**src/rtl/core_pkg.sv**
```systemverilog
// core_pkg: types and constants shared by the core pipeline stages.
//   rob_tag_t : ROB completion index (CORE_TAG_W bits)
//   exc_t     : exception vector (CORE_EXC_W bits)
//   EXC_NONE  : "no exception" code
package core_pkg;

  localparam int CORE_TAG_W = 4;
  localparam int CORE_EXC_W = 3;

  typedef logic [CORE_TAG_W-1:0] rob_tag_t;
  typedef logic [CORE_EXC_W-1:0] exc_t;

  localparam exc_t EXC_NONE = '0;

endpackage

```
**src/rtl/pipe_stage_reg_if.sv**
```systemverilog
// pipe_stage_reg_if: bundle of the pipeline-stage handshake, payload, flush
// and drop-count signals.
//   slave  : the stage register's view (consumes in_*, produces out_*)
//   master : the surrounding logic's view (produces in_*, consumes out_*)
//
// Handshake: a beat moves across a boundary on a clock edge exactly when
// valid && ready are both high in that cycle. A producer holding valid keeps
// its payload stable until the transfer; ready says nothing about the
// payload and may be high with valid low.
interface pipe_stage_reg_if #(
  parameter int DATA_W = 64,
  parameter int TAG_W  = 4,
  parameter int EXC_W  = 3,
  parameter int CNT_W  = 16
);
  logic              in_valid;
  logic              in_ready;
  logic [DATA_W-1:0] in_data;
  logic [TAG_W-1:0]  in_tag;
  logic [EXC_W-1:0]  in_exc;
  logic              flush;
  logic              out_valid;
  logic              out_ready;
  logic [DATA_W-1:0] out_data;
  logic [TAG_W-1:0]  out_tag;
  logic [EXC_W-1:0]  out_exc;
  logic [CNT_W-1:0]  drop_count;

  modport slave (
    input  in_valid, in_data, in_tag, in_exc, flush, out_ready,
    output in_ready, out_valid, out_data, out_tag, out_exc, drop_count
  );

  modport master (
    output in_valid, in_data, in_tag, in_exc, flush, out_ready,
    input  in_ready, out_valid, out_data, out_tag, out_exc, drop_count
  );
endinterface

```
**src/rtl/pipe_skid_entry.sv**
```systemverilog
// pipe_skid_entry: one valid bit plus a W-bit payload register.
//   clk, rst_n : clock, asynchronous active-low reset (valid and payload -> 0)
//   clear_i    : drop the held beat (valid -> 0); wins over load_i
//   load_i     : capture valid_i / data_i
//   valid_o    : held beat is valid
//   data_o     : held payload (kept across clear_i)
module pipe_skid_entry #(
  parameter int W = 8
) (
  input  logic         clk,
  input  logic         rst_n,
  input  logic         clear_i,
  input  logic         load_i,
  input  logic         valid_i,
  input  logic [W-1:0] data_i,
  output logic         valid_o,
  output logic [W-1:0] data_o
);
  logic         valid_q, valid_d;
  logic [W-1:0] data_q, data_d;

  always_comb begin
    valid_d = valid_q;
    data_d  = data_q;
    if (clear_i) begin
      valid_d = 1'b0;
    end else if (load_i) begin
      valid_d = valid_i;
      data_d  = data_i;
    end
  end

  always_ff @(posedge clk or negedge rst_n) begin
    if (!rst_n) begin
      valid_q <= 1'b0;
      data_q  <= '0;
    end else begin
      valid_q <= valid_d;
      data_q  <= data_d;
    end
  end

  assign valid_o = valid_q;
  assign data_o  = data_q;
endmodule

```
**src/rtl/pipe_stage_reg.sv**
```systemverilog
// pipe_stage_reg: flow-controlled pipeline stage register carrying payload,
// ROB tag and exception code, with whole-pipe flush and a saturating count of
// beats killed by flush.
//   clk     : rising-edge clock
//   reset_n : asynchronous active-low reset
//   bus     : pipe_stage_reg_if.slave (in_* / out_* handshake, flush,
//             drop_count)
// Build option PIPE_STAGE_SKID_EN adds a skid entry S behind the main entry M
// so in_ready becomes a pure register output. Without it, in_ready is
// combinational from out_ready.
module pipe_stage_reg
  import core_pkg::*;
#(
  parameter int DATA_W = 64,
  parameter int TAG_W  = CORE_TAG_W,
  parameter int EXC_W  = CORE_EXC_W,
  parameter int CNT_W  = 16
) (
  input logic             clk,
  input logic             reset_n,
  pipe_stage_reg_if.slave bus
);
  localparam int PW = DATA_W + TAG_W + EXC_W;

  logic [PW-1:0]    in_pl, m_pl, m_din;
  logic             m_v, m_free, m_vin;
  logic             in_ready, in_fire;
  logic [1:0]       kill_n;
  logic [CNT_W:0]   cnt_sum;
  logic [CNT_W-1:0] cnt_q, cnt_d;

  assign in_pl   = {bus.in_data, bus.in_tag, bus.in_exc};
  // M may take a new value when it is empty or its beat leaves this cycle.
  assign m_free  = !m_v || bus.out_ready;
  assign in_fire = bus.in_valid && in_ready;

`ifdef PIPE_STAGE_SKID_EN
  logic          s_v, s_clear, s_load;
  logic [PW-1:0] s_pl;

  assign in_ready = !s_v;
  // S is older than any input, so it has first claim on a freed M. While S
  // is valid in_ready is low, so no input can compete for M in that cycle.
  assign m_vin    = s_v || in_fire;
  assign m_din    = s_v ? s_pl : in_pl;
  assign s_load   = !m_free && in_fire;
  assign s_clear  = bus.flush || (m_free && s_v);
  // Any beat on in_* during flush is discarded, held back or not.
  assign kill_n   = {1'b0, m_v} + {1'b0, s_v} + {1'b0, bus.in_valid};

  pipe_skid_entry #(.W(PW)) u_s (
    .clk     (clk),
    .rst_n   (reset_n),
    .clear_i (s_clear),
    .load_i  (s_load),
    .valid_i (1'b1),
    .data_i  (in_pl),
    .valid_o (s_v),
    .data_o  (s_pl)
  );
`else
  assign in_ready = m_free;
  assign m_vin    = in_fire;
  assign m_din    = in_pl;
  assign kill_n   = {1'b0, m_v} + {1'b0, bus.in_valid};
`endif

  pipe_skid_entry #(.W(PW)) u_m (
    .clk     (clk),
    .rst_n   (reset_n),
    .clear_i (bus.flush),
    .load_i  (m_free),
    .valid_i (m_vin),
    .data_i  (m_din),
    .valid_o (m_v),
    .data_o  (m_pl)
  );

  // Saturating drop counter: the extra sum bit flags overflow past all-ones.
  always_comb begin
    cnt_sum = {1'b0, cnt_q} + {{(CNT_W-1){1'b0}}, kill_n};
    cnt_d   = cnt_q;
    if (bus.flush) begin
      cnt_d = cnt_sum[CNT_W] ? {CNT_W{1'b1}} : cnt_sum[CNT_W-1:0];
    end
  end

  always_ff @(posedge clk or negedge reset_n) begin
    if (!reset_n) begin
      cnt_q <= '0;
    end else begin
      cnt_q <= cnt_d;
    end
  end

  assign bus.in_ready   = in_ready;
  assign bus.out_valid  = m_v;
  assign {bus.out_data, bus.out_tag, bus.out_exc} = m_pl;
  assign bus.drop_count = cnt_q;
endmodule

```
**src/flat_wrapper.sv**
```systemverilog
// flat-port wrapper written by rule: the top's interface ports become plain ports
module pipe_stage_reg_flat import core_pkg::*;
#(
  parameter int DATA_W = 64,
  parameter int TAG_W  = CORE_TAG_W,
  parameter int EXC_W  = CORE_EXC_W,
  parameter int CNT_W  = 16
)
  (clk, reset_n, bus_in_valid, bus_in_data, bus_in_tag, bus_in_exc, bus_flush, bus_out_ready, bus_in_ready, bus_out_valid, bus_out_data, bus_out_tag, bus_out_exc, bus_drop_count);
  pipe_stage_reg_if #(.DATA_W(DATA_W), .TAG_W(TAG_W), .EXC_W(EXC_W), .CNT_W(CNT_W)) bus_i ();
  input logic clk;
  input logic reset_n;
  input wire logic [$bits(bus_i.in_valid)-1:0] bus_in_valid;
  input wire logic [$bits(bus_i.in_data)-1:0] bus_in_data;
  input wire logic [$bits(bus_i.in_tag)-1:0] bus_in_tag;
  input wire logic [$bits(bus_i.in_exc)-1:0] bus_in_exc;
  input wire logic [$bits(bus_i.flush)-1:0] bus_flush;
  input wire logic [$bits(bus_i.out_ready)-1:0] bus_out_ready;
  output wire logic [$bits(bus_i.in_ready)-1:0] bus_in_ready;
  output wire logic [$bits(bus_i.out_valid)-1:0] bus_out_valid;
  output wire logic [$bits(bus_i.out_data)-1:0] bus_out_data;
  output wire logic [$bits(bus_i.out_tag)-1:0] bus_out_tag;
  output wire logic [$bits(bus_i.out_exc)-1:0] bus_out_exc;
  output wire logic [$bits(bus_i.drop_count)-1:0] bus_drop_count;
  assign bus_i.in_valid = bus_in_valid;
  assign bus_i.in_data = bus_in_data;
  assign bus_i.in_tag = bus_in_tag;
  assign bus_i.in_exc = bus_in_exc;
  assign bus_i.flush = bus_flush;
  assign bus_i.out_ready = bus_out_ready;
  assign bus_in_ready = bus_i.in_ready;
  assign bus_out_valid = bus_i.out_valid;
  assign bus_out_data = bus_i.out_data;
  assign bus_out_tag = bus_i.out_tag;
  assign bus_out_exc = bus_i.out_exc;
  assign bus_drop_count = bus_i.drop_count;
  pipe_stage_reg #(.DATA_W(DATA_W), .TAG_W(TAG_W), .EXC_W(EXC_W), .CNT_W(CNT_W)) u_core (.clk(clk), .reset_n(reset_n), .bus(bus_i));
endmodule
```
**config.mk**
```make
export PLATFORM = sky130hd
export DESIGN_NAME = pipe_stage_reg_flat
export DESIGN_NICKNAME = d
export VERILOG_FILES = /design/src/rtl/core_pkg.sv /design/src/rtl/pipe_stage_reg_if.sv /design/src/rtl/pipe_skid_entry.sv /design/src/rtl/pipe_stage_reg.sv /design/src/flat_wrapper.sv
export SDC_FILE = /design/constraint.sdc
export NUM_CORES = 1
export LEC_CHECK = 0
export CAP_MARGIN = 20
export CORE_UTILIZATION = 40
export DETAILED_ROUTE_END_ITERATION = 8
export GPL_TIMING_DRIVEN = 0
export PLACE_DENSITY_LB_ADDON = 0.2
export SYNTH_ARGS = -nofsm -noshare
export SYNTH_HDL_FRONTEND = slang
export SYNTH_SLANG_ARGS = --single-unit
```
**constraint.sdc**
```tcl
create_clock -name clk -period 3.7 [get_ports clk]
set_clock_uncertainty 0.1 [all_clocks]
set_input_delay 0.74 -clock clk [delete_from_list [all_inputs] [get_ports clk]]
set_output_delay 0.74 -clock clk [all_outputs]
set_load 0.03 [all_outputs]
```
Yosys cells after proc, flatten, opt, wreduce, memory -nomap -nowiden

Cells that the tools add are included.
Widths: inputs -> output; s select.

Latch bits: 0
Memory bits (writable): 0
Input port bits: 76
Memories: 0
Flip-flop bits (word level): 88
Output and inout port bits: 89
Logic and storage cells: 14
ROM bits: 0

Bitwise gates (word level): 1
Add/subtract/negate cells: 2
Reductions and logical operators: 5
Order comparisons: 0
Equal/unequal tests: 0
Muxes and demuxes: 3
Shift-type cells: 0
Div/mod/pow operators: 0
Multipliers: 0

Operators by type and width:

| cell              | number |
|---|---|
| $add 16x2->17     | 1 |
| $mux 16           | 1 |
| $add 1x1->2       | 1 |
| $mux 1            | 2 |
| $reduce_and 2->1  | 1 |
| $reduce_bool 2->1 | 1 |
| $logic_and 1x1->1 | 1 |
| $logic_not 1->1   | 1 |
| $logic_or 1x1->1  | 1 |
| $not 1->1         | 1 |

Depth between registers and ports, before layout

Gate-level depths: netlist of the first run.

Depth in word-level cells: 5
Mapped depth: 8
Mapped depth without buffers: 8

Hierarchy

From an unflattened synthesis of the first run, not the netlist that was laid out.

Cell total of the unflattened synthesis: 244
Area, all modules: 3923.8 µm²

By module, submodules not included:

| module          | instances | cells each | area an instance (µm²) | seq. area each (µm²) |
|---|---|---|---|---|
| pipe_skid_entry | 1         | 154        | 3051.7                 | 1801.7 |
| pipe_stage_reg  | 1         | 90         | 872.1                  | 400.4 |

Worst setup path before layout of the first run

OpenSTA, ideal clock, no wires.

Kind: in2reg
Start point: in bus_in_valid
End point: reg u_core.cnt_q[15] (netlist: u_core.bus.drop_count[15])
Arrival time: 2.184 ns
Stages: 6
Required time: 3.476 ns
Library setup time: 0.124 ns
Slack: 1.292 ns
Buffers on the path: 0
Path through: inv_1 fa_1 nand4b_4 or3_1 o31a_1 a211o_1

Cells in the longest elaborated chain, start to end: 3

RTL lines:

| item                   | line                 | RTL |
|---|---|---|
| start: declaration     | flat_wrapper.sv:13   | `input wire logic [$bits(bus_i.in_valid)-1:0] bus_in_valid;` |
| $add 1x1->2            | pipe_stage_reg.sv:65 | `assign kill_n = {1'b0, m_v} + {1'b0, bus.in_valid};` |
| $add 16x2->17          | pipe_stage_reg.sv:81 | `cnt_sum = {1'b0, cnt_q} + {{(CNT_W-1){1'b0}}, kill_n};` |
| $mux 16                | pipe_stage_reg.sv:84 | `cnt_d = cnt_sum[CNT_W] ? {CNT_W{1'b1}} : cnt_sum[CNT_W-1:0];` |
| end signal: assignment | pipe_stage_reg.sv:92 | `cnt_q <= cnt_d;` |
| end: declaration       | pipe_stage_reg.sv:30 | `logic [CNT_W-1:0] cnt_q, cnt_d;` |

Every way passes these cells.
A chain may end at the register's enable or synchronous reset.

Worst setup path in the final report of the first run

Start point: in bus_out_ready
End point: out bus_in_ready

Cells in the longest elaborated chain, start to end: 1

RTL lines:

| item               | line                 | RTL |
|---|---|---|
| start: declaration | flat_wrapper.sv:18   | `input wire logic [$bits(bus_i.out_ready)-1:0] bus_out_ready;` |
| $logic_or 1x1->1   | pipe_stage_reg.sv:34 | `assign m_free = !m_v \|\| bus.out_ready;` |
| end: declaration   | flat_wrapper.sv:19   | `output wire logic [$bits(bus_i.in_ready)-1:0] bus_in_ready;` |

Every way passes these cells.

==> out/metrics.csv, run 1 <==
metric,value,unit
drc_errors,0,
path_class,input pin to output port,
cts_tree,done,
cts-buffers-inserted,9,
grt_usage,17.8,%
grt_antenna_before_repair,0,
status,finished clean,
nNetsFinal,493,
cp_max_fo,3,
n_antenna_cell,0,
avgSynthCellArea,14.6,µm²
end_kind,output port,
grt_remaining_overflow,0,
ios,165,
synth-compound-area-share,1.96,%
fin_crit_sh,76.7,%
syn_area,3500,µm²
r2r_cells,6,
synth_cells,240,
detail_route.wl_per_cell,15.4,µm
min_period,2.84,ns
vias,2508,
die_y,95.6,µm
hold_viol,0,
cap_violations,0,
vdd_drop_max,0.339,mV
layout-drive-gt1-share,24.5,%
fmax,0.352,GHz
portBuffers,163,
slew_headroom,56.6,%
cts_resized,0,
synth-seq-area-share,62.8,%
postCtsSetupBuffers,0,
wl,8100,µm
power-per-cell-area,511,nW/µm²
core_region_area,8340,µm²
synth_fa_ha_area_share,0.928,%
setup_viol,0,
ys_seq_elements,88,
maxSlewViolCount,0,
synth-xor-area-share,2.00,%
synth_cell_types,29,
clk_pin_slew,0.10,ns
vias_per_cell,4.78,
tightest_slew,0.645,ns
p_leak,2.31,nW
ys_warn_count,0,
muxShareOfSynthArea,23.1,%
crit_required,2.86,ns
hold_class,input pin to async pin,
cts_sinks,88,
syn2layout_area_growth,57.3,%
rsz0062_at_grt,no,
cts_max_level,3,
fin_setup_tns,0,ns
dp_hpwl,6040,µm
die_area,9140,µm²
grt_max_degree,52,
cts_hold_buffers,0,
cts_buffer_depth,2,
drt_iter0_markers,29,
r2r_end,u_core.bus.drop_count[15],
crit_arrival,2.00,ns
grt_pass1_wl,12300,µm
insertion_delay,0.34,ns
grt_pass1_vias,2524,
ant_nets,0,
firstDrtPassIters,4,
cts_root_buffer,clkbuf_8,
syn_nets,318,
synth_top_family_by_area,multiplexers,
finalPower,2.81,mW
r2r_slack,1.47,ns
reg2reg_from,u_core.u_m.valid_o,
start_util,42.0,%
rows,33,
finalWeightedCongestion,0.725,
yosys.area_share.simple,7.18,%
start_kind,input pin,
die_w,95.6,µm
[worst max path at each step]
stage                        from                   endpoint  slack (ns)
CTS                 bus_out_ready               bus_in_ready        0.86
global route        bus_out_ready               bus_in_ready        0.82
detailed placement   bus_in_valid  u_core.bus.drop_count[15]        0.70
finish              bus_out_ready               bus_in_ready        0.86
global placement          reset_n  u_core.bus.drop_count[11]       -1.47
floorplan            bus_in_valid  u_core.bus.drop_count[15]        1.29
[flip-flops by register name (all words and copies together), names as in the netlist]
register and flops:
u_core.u_m.valid_o 1, u_core.bus.drop_count 16, u_core.u_m.data_o 71
[through the flow]
stage               std cells  utilization (%)  hold WS [ns]  area (µm²)  setup WS, ns
floorplan                 240                -         0.344        3500          1.29
global placement          508             63.2         0.388        5270         -1.47
detailed placement        509             63.5         0.394        5290         0.696
CTS                       525             66.1         0.253        5510         0.856
global route              525             66.1         0.292        5510         0.816
finish                    525             66.1         0.255        5510         0.862
[cells in the mapped netlist]
cell type,n,area [µm²]
buf_2,7,35.0
a21oi_1,4,20.0
and3_2,1,7.51
nand3_2,1,10.0
nand2_1,11,41.3
nand2_2,1,6.26
nor4_1,8,50.1
nand4_1,1,6.26
nor2b_1,1,6.26
xnor2_1,7,61.3
mux2_2,72,811
nand2b_1,2,12.5
xor2_1,1,8.76
buf_4,1,7.51
or3_1,1,6.26
a211o_1,1,8.76
dfrtp_1,88,2200
nor2_1,6,22.5
a31oi_1,5,31.3
ha_1,1,12.5
nand4_2,1,12.5
o31a_1,1,8.76
fa_1,1,20.0
nand3_1,6,30.0
inv_1,6,22.5
clkbuf_1,1,3.75
nor3_1,2,10.0
nand4b_4,1,23.8
and3_1,1,6.26
[critical path, stage by stage]
cell and delay, ns:
clkdlybuf4s50_1 0.44, nand2b_1 0.13, clkdlybuf4s50_1 0.68
[cell families (layout without fill, tap and decap cells)]
family	Yosys count	in the layout
multiplexers	72	72
AO/OA/AOI/OAI	11	11
flip-flops	88	88
XOR/XNOR	8	8
adder cells (fa/ha/maj)	2	2
AND/OR/NAND/NOR	44	44
buffers and inverters	15	195
[cell type report]
class / instances / area, µm²
Buffer: 9 / 46.3
Clock buffer: 9 / 124
Clock inverter: 7 / 95.1
Fill cell: 655 / 2830
Inverter: 6 / 22.5
Multi-Input combinational cell: 137 / 1230
Sequential cell: 88 / 2200
Tap cell: 105 / 131
Timing Repair Buffer: 164 / 1660
[layout by cell type (no fill, tap or decap), drive strengths merged, types with 3 or more instances in the layout]
cell type,netlist,final
a31oi,5,5
buf,8,10
nand3,7,7
clkbuf,1,10
clkdlybuf4s50,0,162
clkinv,0,3
nor2,6,6
xnor2,7,7
inv,6,7
mux2,72,72
nor4,8,8
a21oi,4,4
dfrtp,88,88
nand2,12,12
[report_power, final]
| part | internal [mW] | total, mW | switching (mW) |
|---|---|---|---|
| Sequential | 1.09 | 1.20 | 0.104 |
| Combinational | 0.424 | 0.890 | 0.466 |
| Clock | 0.382 | 0.726 | 0.344 |
[per-layer routing]
layer,vias to the layer above,GRT usage [%],share of wire (%)
met5,-,0,0
met4,0,6.47,1.6
met3,11,5.02,8.4
met2,100,30.1,48
met1,1199,21.8,42
li1,1198,-,-
Note: power is estimated with default switching activity, not from simulation.
==> run 2: changes to the inputs <==
- CORE_UTILIZATION: 40 -> 37
- clock period: 3.7 -> 2.31 ns (I/O delays scaled with it)
==> out/metrics.csv, run 2 (synthesis gave the netlist of run 1 again) <==
metric,value,unit,change
cts_sinks,88,,unchanged
multiInputGateArea,1240,µm²,+0.61%
wl,7680,µm,-5.2%
fillers,776,,+18%
cts_buffer_depth,2,,unchanged
core_region_area,9200,µm²,+10%
min_period,2.21,ns,
grt_remaining_overflow,0,,unchanged
maxSlewViolCount,0,,unchanged
n_antenna_cell,0,,unchanged
nNetsFinal,494,,+0.20%
utilization,60.3,%,-5.8 points
grt_antenna_before_repair,0,,unchanged
end_kind,flop,,
ant_nets,0,,unchanged
p_leak,2.32,nW,+0.39%
largest_register_ffs,71,,unchanged
start_util,38.1,%,-3.9 points
layout_common_cells,"clkdlybuf4s50_1 (161), dfrtp_1 (88), mux2_2 (72)",,
cts_tree,done,,
power-per-cell-area,818,nW/µm²,+60%
firstDrtPassIters,4,,unchanged
rsz0062_at_grt,no,,
place_area,5300,µm²,+0.14%
vias_per_cell,4.82,,+0.85%
final_common_cell,clkdlybuf4s50_1,,
vdd_drop_max,0.606,mV,+79%
rows,35,,+6.1%
finalPower,4.54,mW,+61%
cts_root_buffer,clkbuf_8,,
fin_crit_sh,95.6,%,
die_w,99.3,µm,+3.9%
die_y,99.3,µm,+3.9%
crit_arrival,2.33,ns,+0.33 ns
detail_route.wl_per_cell,14.4,µm,-6.4%
cp_max_fo,2,,-1
critPathTopFamily,simple AND/OR/NAND/NOR gates,,
grt_usage,16.1,%,-1.7 points
cts_max_level,3,,unchanged
vias,2563,,+2.2%
tightest_slew,0.687,ns,+0.0425 ns
finalWeightedCongestion,0.751,,+3.6%
syn2layout_area_growth,58.2,%,
slowest_delay,0.45,ns,-0.23 ns
insertion_delay,0.34,ns,about the same
setup_viol,0,,unchanged
cp_slowest_cell,clkdlybuf4s50_1,,
final_cell_area,5540,µm²,+0.57%
fin_setup_tns,0,ns,unchanged
start_kind,input pin,,
hold_viol,1,,+1
drt_iter0_markers,46,,+59%
grt_pass1_vias,2590,,+2.6%
hold_class,input pin to async pin,,
ios,165,,unchanged
seq_area,2200,µm²,unchanged
cap_violations,0,,unchanged
pre_cts_slack,-0.373,ns,-1.07 ns
grt_max_degree,48,,-7.7%
layout-drive-gt1-share,25.2,%,+0.65 points
worst_slack,0.101,ns,-0.761 ns
whs,-0.00142,ns,-0.256 ns
cts-buffers-inserted,9,,unchanged
dp_hpwl,5810,µm,-3.8%
fmax,0.453,GHz,
crit_required,2.43,ns,-0.43 ns
worst-path-buf-inv,2,,unchanged
status,"complete, but fails checks",,
crit_chain,clkdlybuf4s50_1 -> inv_1 -> fa_2 -> nand4b_4 -> or3_1 -> o31a_1 -> a211o_1,,
die_area,9870,µm²,+7.9%
path_class,input pin to flop,,
clk_pin_slew,0.10,ns,about the same
violations,hold timing,,
grt_pass1_wl,12300,µm,+0.22%
slew_headroom,53.8,%,-2.9 points
portBuffers,163,,unchanged
drc_errors,0,,unchanged
[run 2: changes by cell type in the layout (fill, tap and decap cells not counted), sizes merged]
cell	delta
clkdlybuf4s50	-1
buf	+1
dlymetal6s2s	+1
inv	+2
clkinv	-2
[run 2: worst paths after layout]
kind / startpoint / end / slack, ns / cells past startpoint
min in group clk: bus_flush / u_core.u_m.valid_o / 0.27 / 2
min: reset_n / u_core.u_m.data_o[21] / -0.001 / 1
max: bus_in_valid / u_core.bus.drop_count[15] / 0.10 / 7
max in group asynchronous: reset_n / u_core.u_m.data_o[28] / 1.48 / 2
max reg2reg: u_core.bus.drop_count[0] / u_core.bus.drop_count[15] / 0.23 / 6
min reg2reg: u_core.u_m.data_o[10] / u_core.u_m.data_o[10] / 0.41 / 1
[run 2: repair_timing]
item	in CTS	in global routing
endpoints found under the setup margin	1	6
hold buffers	0	0
gates resized for setup	0	3
buffers inserted	1	0
[run 2: where the power goes]
group          total [mW]  internal [mW]  switching (mW)
combinational        1.43          0.685           0.746
sequential           1.92           1.75           0.171
clock                1.18          0.623           0.559
total                4.54           3.06            1.48
[run 2: stage by stage]
step / cells / hold slack (ns)
CTS: 532 / 0.000596
detailed placement: 515 / 0.390
global placement: 514 / 0.387
finish: 532 / -0.00142
global route: 532 / 0.0105
floorplan: 240 / 0.0664
[run 2: routing by layer]
metal	global-route usage (%)	up-vias	wire, µm
met3	3.72	8	422
met4	6.00	0	100
li1	-	1202	-
met2	27.9	92	3960
met5	0	-	0
met1	19.6	1261	3200
[run 2: area by class of cell]
class	instances	share of cell area, %
clock inverters	7	1.83
multi-input cells	137	22.4
repair buffers	165	30.1
well taps	111	2.51
flip-flops and latches	88	39.7
plain buffers	9	0.835
clock buffers	9	2.23
inverters	6	0.406
==> run 3: changes to the inputs <==
- PLACE_DENSITY: not set -> 0.76
- PLACE_DENSITY_LB_ADDON: 0.2 -> not set
==> out/metrics.csv, run 3 (synthesis gave the netlist of run 1 again) <==
metric,value,unit,change
status,finished clean,,
ios,165,,unchanged
dp_hpwl,6120,µm,+5.4%
grt_antenna_before_repair,0,,unchanged
dp_cells,515,,unchanged
hold_depth,2,,
slowest_delay,0.47,ns,+0.02 ns
vias,2602,,+1.5%
setup_viol,0,,unchanged
r2r_cells,6,,unchanged
nNetsFinal,495,,+0.20%
hold_class,input pin to flop,,
worst_slack,0.0388,ns,-0.0619 ns
insertion_delay,0.34,ns,about the same
grt_pass1_wl,13400,µm,+9.3%
cts_sinks,88,,unchanged
cp_slowest_cell,clkdlybuf4s50_1,,
grt_max_degree,70,,+46%
cts_root_buffer,clkbuf_8,,
finalPower,4.59,mW,+1.2%
p_leak,2.33,nW,+0.59%
die_w,99.3,µm,unchanged
n_antenna_cell,0,,unchanged
cts_tree,done,,
grt_usage,17.4,%,+1.3 points
wl,8350,µm,+8.8%
cap_violations,0,,unchanged
layout_common_cells,"clkdlybuf4s50_1 (161), dfrtp_1 (88), mux2_2 (72)",,
grt_pass1_vias,2671,,+3.1%
cts-buffers-inserted,9,,unchanged
fmax,0.440,GHz,-2.7%
core_region_area,9200,µm²,unchanged
stdcell_count,533,,+0.19%
crit_chain,clkdlybuf4s50_1 -> inv_1 -> fa_2 -> nand4b_4 -> or3_4 -> o31a_1 -> a211o_1,,
die_area,9870,µm²,unchanged
slew_headroom,49.2,%,-4.6 points
start_kind,input pin,,
pre_cts_slack,-0.440,ns,-0.0669 ns
cts_max_level,3,,unchanged
tightest_slew,0.755,ns,+0.0677 ns
power-per-cell-area,822,nW/µm²,+0.41%
drt_iter0_markers,54,,+17%
grt_remaining_overflow,0,,unchanged
firstDrtPassIters,4,,unchanged
critPathTopFamily,buffers and inverters,,
path_class,input pin to flop,,
hold_viol,0,,-1
layout-drive-gt1-share,25.4,%,+0.18 points
portBuffers,163,,unchanged
die_y,99.3,µm,unchanged
syn2layout_area_growth,59.4,%,
fin_crit_sh,98.3,%,+2.7 points
maxSlewViolCount,0,,unchanged
vias_per_cell,4.88,,+1.3%
path_depth,7,,unchanged
cts_buffer_depth,2,,unchanged
detail_route.wl_per_cell,15.7,µm,+8.5%
clk_pin_slew,0.09,ns,about the same
crit_required,2.43,ns,about the same
end_kind,flop,,
drc_errors,0,,unchanged
crit_arrival,2.39,ns,+0.06 ns
cp_max_fo,2,,unchanged
ant_nets,0,,unchanged
rows,35,,unchanged
largest_register_ffs,71,,unchanged
final_common_cell,clkdlybuf4s50_1,,
finalWeightedCongestion,0.693,,-7.8%
start_util,38.1,%,unchanged
vdd_drop_max,0.604,mV,-0.45%
min_period,2.27,ns,+0.0619 ns
worst-path-buf-inv,2,,unchanged
==> run 3: cell count changes in the layout (fill, tap and decap cells not counted), sizes merged <==
cell          change
dlygate4sd3       +1
clkinvlp          -1
dlygate4sd2       +1
inv               -3
clkinv            +1
clkbuf            +3
dlymetal6s2s      -1
==> run 3: worst paths after layout <==
check / from / to / slack, ns
hold / removal: bus_flush / u_core.u_m.valid_o / 0.28
max in group asynchronous: reset_n / u_core.bus.drop_count[0] / 1.01
hold reg to reg: u_core.u_m.data_o[23] / u_core.u_m.data_o[23] / 0.41
setup reg to reg: u_core.bus.drop_count[0] / u_core.bus.drop_count[15] / 0.21
setup / recovery: bus_in_valid / u_core.bus.drop_count[15] / 0.04
min in group asynchronous: reset_n / u_core.u_m.data_o[17] / 0.46
==> run 3: stage by stage <==
step	setup TNS [ns]	hold WS [ns]	area [µm²]	util [%]
2_1_floorplan	0	0.0664	3500	-
3_3_place_gp	-233.61	0.388	5280	57.4
3_5_place_dp	-17.83	0.269	5300	57.6
4_1_cts	0	0.240	5550	60.3
5_1_grt	-0.00697	0.292	5590	60.7
6_report	0	0.280	5590	60.7
==> run 3: area by class of cell <==
type | count | area (µm²)
clock buffer | 12 | 145
sequential | 88 | 2200
tap | 111 | 139
timing repair buffer | 166 | 1670
clock inverter | 4 | 77.6
multi-input combinational | 137 | 1280
inverter | 6 | 22.5
fill | 762 | 3610
buffer | 9 | 46.3
==> run 3: per-layer routing <==
metal	vias to the layer above	GRT usage (%)	wire (µm)
met5	-	0	0
met4	0	4.07	88
met3	8	5.20	498
met2	98	30.0	4240
met1	1298	21.7	3530
li1	1198	-	-
==> run 3: where the power goes <==
| group | leakage, nW | internal (mW) | switching [mW] |
|---|---|---|---|
| Clock | 0.111 | 0.645 | 0.535 |
| Sequential | 1.05 | 1.75 | 0.184 |
| Combinational | 1.17 | 0.704 | 0.772 |
| Total | 2.33 | 3.10 | 1.49 |
==> run 3: worst register-to-register path: stages (launching register included) <==
cell	delay, ns
dfrtp_1	0.38
inv_1	0.07
fa_2	0.39
nand4b_4	0.18
or3_4	0.34
o31a_1	0.24
a211o_1	0.28
==> run 3: timing repair <==
action	in CTS	in global routing
pin swaps	0	1
hold endpoints to repair	19	0
hold buffers	1	0
setup buffers	1	0
endpoints found under the setup margin	3	5
resized for setup	2	7
